===== config.mk =====
export PLATFORM = sky130hd
export DESIGN_NAME = sap_ram16x8
export DESIGN_NICKNAME = d
export VERILOG_FILES = /design/src/rtl/sap_ram16x8.sv
export SDC_FILE = /design/constraint.sdc
export NUM_CORES = 1
export LEC_CHECK = 0
export BUFFER_PORTS_ARGS = -buffer_cell sky130_fd_sc_hd__buf_2
export CORE_MARGIN = 5
export CORE_UTILIZATION = 61
export DETAILED_ROUTE_END_ITERATION = 7
export GPL_TIMING_DRIVEN = 1
export PLACE_DENSITY = 0.87
export SYNTH_ARGS = -nofsm -noshare
export SYNTH_HDL_FRONTEND = slang
export SYNTH_SLANG_ARGS = --single-unit

===== constraint.sdc =====
create_clock -name clk -period 2.6 [get_ports clk]
set_input_delay 0.26 -clock clk [delete_from_list [all_inputs] [get_ports clk]]
set_output_delay 0.26 -clock clk [all_outputs]
set_load 0.05 [all_outputs]

===== src/rtl/sap_ram16x8.sv =====
// -----------------------------------------------------------------------------
// sap_ram16x8
//   16 x 8 program/data RAM for an SAP-style datapath. It has two modes:
//   - Program mode (prog=1): an external loader writes bytes through a
//     strobe/acknowledge handshake. A write pointer auto-increments after
//     each write and can be preloaded from addr.
//   - Run mode (prog=0): registered reads at addr, with a one-cycle valid
//     pulse for each read.
//
// Optional feature (macro SAP_RAM_PARITY_EN):
//   Each word stores a ninth even-parity bit. The macro adds the par_inj input
//   and the ram_perr output.
//
// Ports:
//   clk        in   rising-edge clock
//   rst_n      in   synchronous active-low reset; has priority over all inputs
//   prog       in   1 = program mode, 0 = run mode
//   addr       in   [AW] read address (from the MAR); also the pointer preload value
//   ce         in   run-mode read enable; one read per cycle while high
//   ld_ptr     in   program mode: load the write pointer from addr
//   wr_stb     in   loader write strobe; already synchronous to clk
//   wr_data    in   [DW] byte to write
//   par_inj    in   (parity build) invert the stored parity bit of this write
//   wr_ack     out  high from the write cycle until wr_stb is seen low
//   ptr        out  [AW] current loader write pointer
//   wrap       out  one-cycle pulse when the pointer wraps from 15 to 0
//   ram_out    out  [DW] registered read data; holds its value between reads
//   ram_valid  out  one-cycle pulse per completed read
//   ram_perr   out  (parity build) parity mismatch on the read data
// -----------------------------------------------------------------------------
module sap_ram16x8 #(
  parameter int DW = 8,
  parameter int AW = 4
) (
  input  logic          clk,
  input  logic          rst_n,
  input  logic          prog,
  input  logic [AW-1:0] addr,
  input  logic          ce,
  input  logic          ld_ptr,
  input  logic          wr_stb,
  input  logic [DW-1:0] wr_data,
`ifdef SAP_RAM_PARITY_EN
  input  logic          par_inj,
  output logic          ram_perr,
`endif
  output logic          wr_ack,
  output logic [AW-1:0] ptr,
  output logic          wrap,
  output logic [DW-1:0] ram_out,
  output logic          ram_valid
);

  localparam int DEPTH = 2 ** AW;
`ifdef SAP_RAM_PARITY_EN
  localparam int MW = DW + 1;   // parity bit is stored in the MSB
`else
  localparam int MW = DW;
`endif

  typedef enum logic {
    S_IDLE,
    S_WR_HOLD
  } state_t;

  state_t        r_state;
  state_t        w_state_nxt;

  logic [MW-1:0] r_mem [DEPTH];
  logic [AW-1:0] r_ptr;
  logic          r_wr_ack;
  logic          r_wrap;
  logic          r_stb_q;       // wr_stb value at the previous edge
  logic          r_stb_armed;   // wr_stb has been seen low since reset
  logic [DW-1:0] r_ram_out;
  logic          r_ram_valid;

  logic          w_stb_edge;
  logic          w_wr_en;
  logic          w_ld_en;
  logic [AW-1:0] w_wr_addr;
  logic [MW-1:0] w_wr_word;
  logic [MW-1:0] w_rd_word;
  logic          w_rd_en;

  // The history register is cleared by reset. On its own, that would make a
  // strobe held high through reset look like a new edge on the first cycle
  // after reset. The armed flag blocks this: an edge counts only after
  // wr_stb has been sampled low at least once outside reset.
  assign w_stb_edge = wr_stb & ~r_stb_q & r_stb_armed;
  assign w_rd_en    = ~prog & ce;
  assign w_rd_word  = r_mem[addr];

`ifdef SAP_RAM_PARITY_EN
  assign w_wr_word = {(^wr_data) ^ par_inj, wr_data};
`else
  assign w_wr_word = wr_data;
`endif

  // ---------------------------------------------------------------------------
  // Handshake FSM: state register
  // ---------------------------------------------------------------------------
  always_ff @(posedge clk) begin
    if (!rst_n) r_state <= S_IDLE;
    else        r_state <= w_state_nxt;
  end

  // ---------------------------------------------------------------------------
  // Handshake FSM: next state and write/load controls
  // ---------------------------------------------------------------------------
  // NOTE: every output of this block gets a default first. Without the
  // defaults, any path that skips an assignment would infer a latch.
  always_comb begin
    w_state_nxt = r_state;
    w_wr_en     = 1'b0;
    w_ld_en     = 1'b0;
    unique case (r_state)
      S_IDLE: begin
        if (prog) begin
          w_ld_en = ld_ptr;
          if (w_stb_edge) begin
            w_wr_en     = 1'b1;
            w_state_nxt = S_WR_HOLD;
          end
        end
      end
      S_WR_HOLD: begin
        if (!wr_stb || !prog) w_state_nxt = S_IDLE;
      end
      default: w_state_nxt = S_IDLE;
    endcase
    // A pointer load in the same cycle as a write redirects that write.
    w_wr_addr = w_ld_en ? addr : r_ptr;
  end

  // ---------------------------------------------------------------------------
  // Pointer, acknowledge, wrap pulse and strobe history
  // ---------------------------------------------------------------------------
  // NOTE: sequential state uses non-blocking assignments only. All flops
  // then update together at the edge, whatever order the code is written in.
  always_ff @(posedge clk) begin
    if (!rst_n) begin
      r_ptr       <= '0;
      r_wr_ack    <= 1'b0;
      r_wrap      <= 1'b0;
      r_stb_q     <= 1'b0;
      r_stb_armed <= 1'b0;
    end else begin
      r_stb_q  <= wr_stb;
      if (!wr_stb) r_stb_armed <= 1'b1;
      r_wr_ack <= (w_state_nxt == S_WR_HOLD);
      r_wrap   <= 1'b0;
      if (w_wr_en) begin
        r_ptr  <= w_wr_addr + AW'(1);
        r_wrap <= (w_wr_addr == {AW{1'b1}});
      end else if (w_ld_en) begin
        r_ptr  <= addr;
      end
    end
  end

  // ---------------------------------------------------------------------------
  // Storage array
  // ---------------------------------------------------------------------------
  // NOTE: the array is built from flops so that reset can clear every word.
  // A macro SRAM could not be cleared this way, and its contents would be
  // left undefined after reset.
  always_ff @(posedge clk) begin
    if (!rst_n) begin
      for (int i = 0; i < DEPTH; i++) r_mem[i] <= '0;
    end else if (w_wr_en) begin
      r_mem[w_wr_addr] <= w_wr_word;
    end
  end

  // ---------------------------------------------------------------------------
  // Run-mode registered read
  // ---------------------------------------------------------------------------
  always_ff @(posedge clk) begin
    if (!rst_n) begin
      r_ram_out   <= '0;
      r_ram_valid <= 1'b0;
    end else begin
      r_ram_valid <= w_rd_en;
      if (w_rd_en) r_ram_out <= w_rd_word[DW-1:0];
    end
  end

`ifdef SAP_RAM_PARITY_EN
  logic r_ram_perr;

  // Even parity over data and stored bit: a nonzero XOR means a mismatch.
  always_ff @(posedge clk) begin
    if (!rst_n)       r_ram_perr <= 1'b0;
    else if (w_rd_en) r_ram_perr <= ^w_rd_word;
    else              r_ram_perr <= 1'b0;
  end

  assign ram_perr = r_ram_perr;
`endif

  assign wr_ack    = r_wr_ack;
  assign ptr       = r_ptr;
  assign wrap      = r_wrap;
  assign ram_out   = r_ram_out;
  assign ram_valid = r_ram_valid;

endmodule


==> metrics <==
max cap viols=0; global placer's final weighted congestion=0.920; EDFF count, synth=128; tightest hold margin=0.0717 ns; # clock sinks=145; DR vias/cell=6.44; Post-Route WL=15.5 mm; sequential power share=44.5%; number of global-route vias before repair=4,348; clk slew on worst S/H paths=0.06 ns; fin crit period=2.34 ns; Cell Chain, Critical Path=nand3b_1, buf_4, mux2i_4, nand3_4, o21ai_0, buf_4; FP Rows=38; Core Box Area=11,000 µm²; routed vias=4,238; Max transition margin=41.2%; top-area cell type share of the netlist area=55.6%; Synth Cell Area=6920 µm²; fill count=639; worst vdd ir=0.670 mV; Worst Setup Start Kind=register; Layout Nets=523; Tot Pwr=5.95 mW; Clk Latency, worst-skew pair=0.43 ns; Post-Syn Nets=463; TritonCTS clock tree=built; unrepaired setup endpoints after global routing=no; antenna diode count=0; fmax=0.428 GHz; initial antenna violation count=0; leakage=2.89 nW; TritonCTS buffer count=17; most used cell along the critical path=buf_4; Yosys reg bits=145; count leader, synth=edfxtp_1; CP Max Fanout=11; Avg Inst Size Synth=15.5 µm²; DIE AREA=13,600 µm²; first-pass GRT wire length=24.2 mm; clk_skew=0.00860 ns; first-pass iteration count of the detailed router=5; Slew Limit Fails=0; Async SR Flop Fraction=0%; Hold Crit Class=in -> reg; Final setup viols=0; register area share after synthesis=60.5%; Post-synth top flop=edfxtp_1; combinational fraction of design power=8.3%; hold_buf cts=0; switching portion of total power=21.2%; WP data required=2.74 ns; All-Layer GR Usage=25.1%; post-cts resize count=0; CP Buf/Inv Count=2; H-tree levels=4; largest delay contributor family on the critical path=multiplexers; grt total ovfl=0; Port Buf Inserts=32; Final Cell Area=8030 µm²; Post-CTS Setup Bufs=0; Die H=116 µm; Setup Crit Path Kind=reg -> reg; post-layout util=73.1%; DP Area=7350 µm²; pin count of the biggest net entering global routing=29; Die X=116 µm; drc violations=0; CP max stage cell=mux2i_4; Initial Util=63.0%; slowest stage delay, CP=0.57 ns; drt first-iter violations=371; most instantiated cells after synthesis=128 x edfxtp_1, 66 x and2_1, 39 x nor3_1; Area Overhead vs Synth=16.1%; Least-Margin Pin Slew=0.882 ns; drt wl/cell=23.6 µm; clock share of power=47.3%; Final Hold Fails=0; share of cells above drive strength 1=34.4%; HPWL after DPL=10.6 mm; Final ANT Viol Nets=0; Synth area leader=edfxtp_1; cells taking the most area after synthesis=edfxtp_1 56%, mux4_2 9.8%, and2_1 6.0%, dfxtp_1 4.9%, nor3_2 3.9%; FF+latch area=4180 µm²; crit path DAT=2.47 ns; Sw Pwr=1.26 mW; cell count after synthesis=445; P_int=4.69 mW; Synth Warn #=0; Distinct cells, synth=43; pwr dens=741 nW/µm²; # IOs=33; Multi-input gate area=2540 µm²; CTS root buffer=clkbuf_16; outcome=finished clean; period utilization=89.8%; clk buf depth=2; post-route setup TNS=0 ns; CP Capture Type=register
power groups by stage:
stage	clock (mW)	combinational, mW	sequential [mW]
floorplan	0	0.303	2.72
global placement	0	0.472	2.69
detailed placement	0	0.483	2.69
CTS	2.82	0.488	2.64
global route	2.93	0.518	2.65
finish	2.81	0.492	2.64
worst paths after layout:
path	startpoint	endpoint	slack, ns	depth (start not counted)
setup / recovery	wr_ack	r_mem[9][6]	0.26	6
hold / removal	wr_stb	r_stb_armed	0.07	2
setup reg to reg	wr_ack	r_mem[9][6]	0.26	6
hold reg to reg	r_stb_armed	r_stb_armed	0.45	2
registers in the layout, summed over array words and instances, names as in the netlist:
| register | count |
|---|---|
| r_stb_q | 1 |
| wr_ack | 1 |
| ptr | 4 |
| ram_out | 8 |
| wrap | 1 |
| ram_valid | 1 |
| r_mem | 128 |
| r_stb_armed | 1 |
routing by layer:
layer  global-route usage [%]  vias to the layer above  routed length (µm)
li1                         -                     1840                   -
met1                     31.5                     2140                5900
met2                     40.0                      212                7740
met3                     7.15                       46                1240
met4                     12.8                        0                 622
met5                        0                        -                   0
stage by stage:
stage / setup slack [ns] / std cells
finish: 0.264 / 658
global placement: 0.392 / 626
global route: 0.154 / 658
detailed placement: 0.329 / 626
floorplan: -0.143 / 445
CTS: 0.269 / 658
final cells by class:
| class | count | share of cell area, % |
|---|---|---|
| Inverter | 12 | 0.561 |
| Multi-Input combinational cell | 265 | 31.7 |
| Clock inverter | 11 | 2.90 |
| Timing Repair Buffer | 64 | 4.99 |
| Clock buffer | 21 | 5.61 |
| Sequential cell | 145 | 52.1 |
| Tap cell | 140 | 2.18 |
layout by cell type (no fill, tap or decap), types with 2 or more instances in the layout:
master	count
nand2_1	6
mux4_2	30
mux2_4	3
nand2_4	3
clkinv_1	8
nand2b_1	9
o21ai_0	10
clkinv_2	3
mux2i_4	3
clkbuf_16	17
and3b_2	2
nor2_1	3
o21ai_1	5
mux2i_1	19
nor3_1	39
a21oi_1	2
nand3_2	2
nor3_2	27
bufinv_16	7
and2_1	66
buf_4	32
buf_2	32
clkbuf_1	3
nor2b_1	3
nor4_4	8
inv_1	4
dfxtp_1	17
a2bb2oi_1	7
nand3_4	2
edfxtp_1	128
logic make-up after synthesis:
group	Yosys count	share of synthesized area, %
compound gates	34	3.56
xor+xnor	1	0.127
buf+inv	35	2.75
flops	145	60.5
mux	55	14.1
simple gates	175	18.9
No activity file was read; power rests on OpenSTA's default activity.
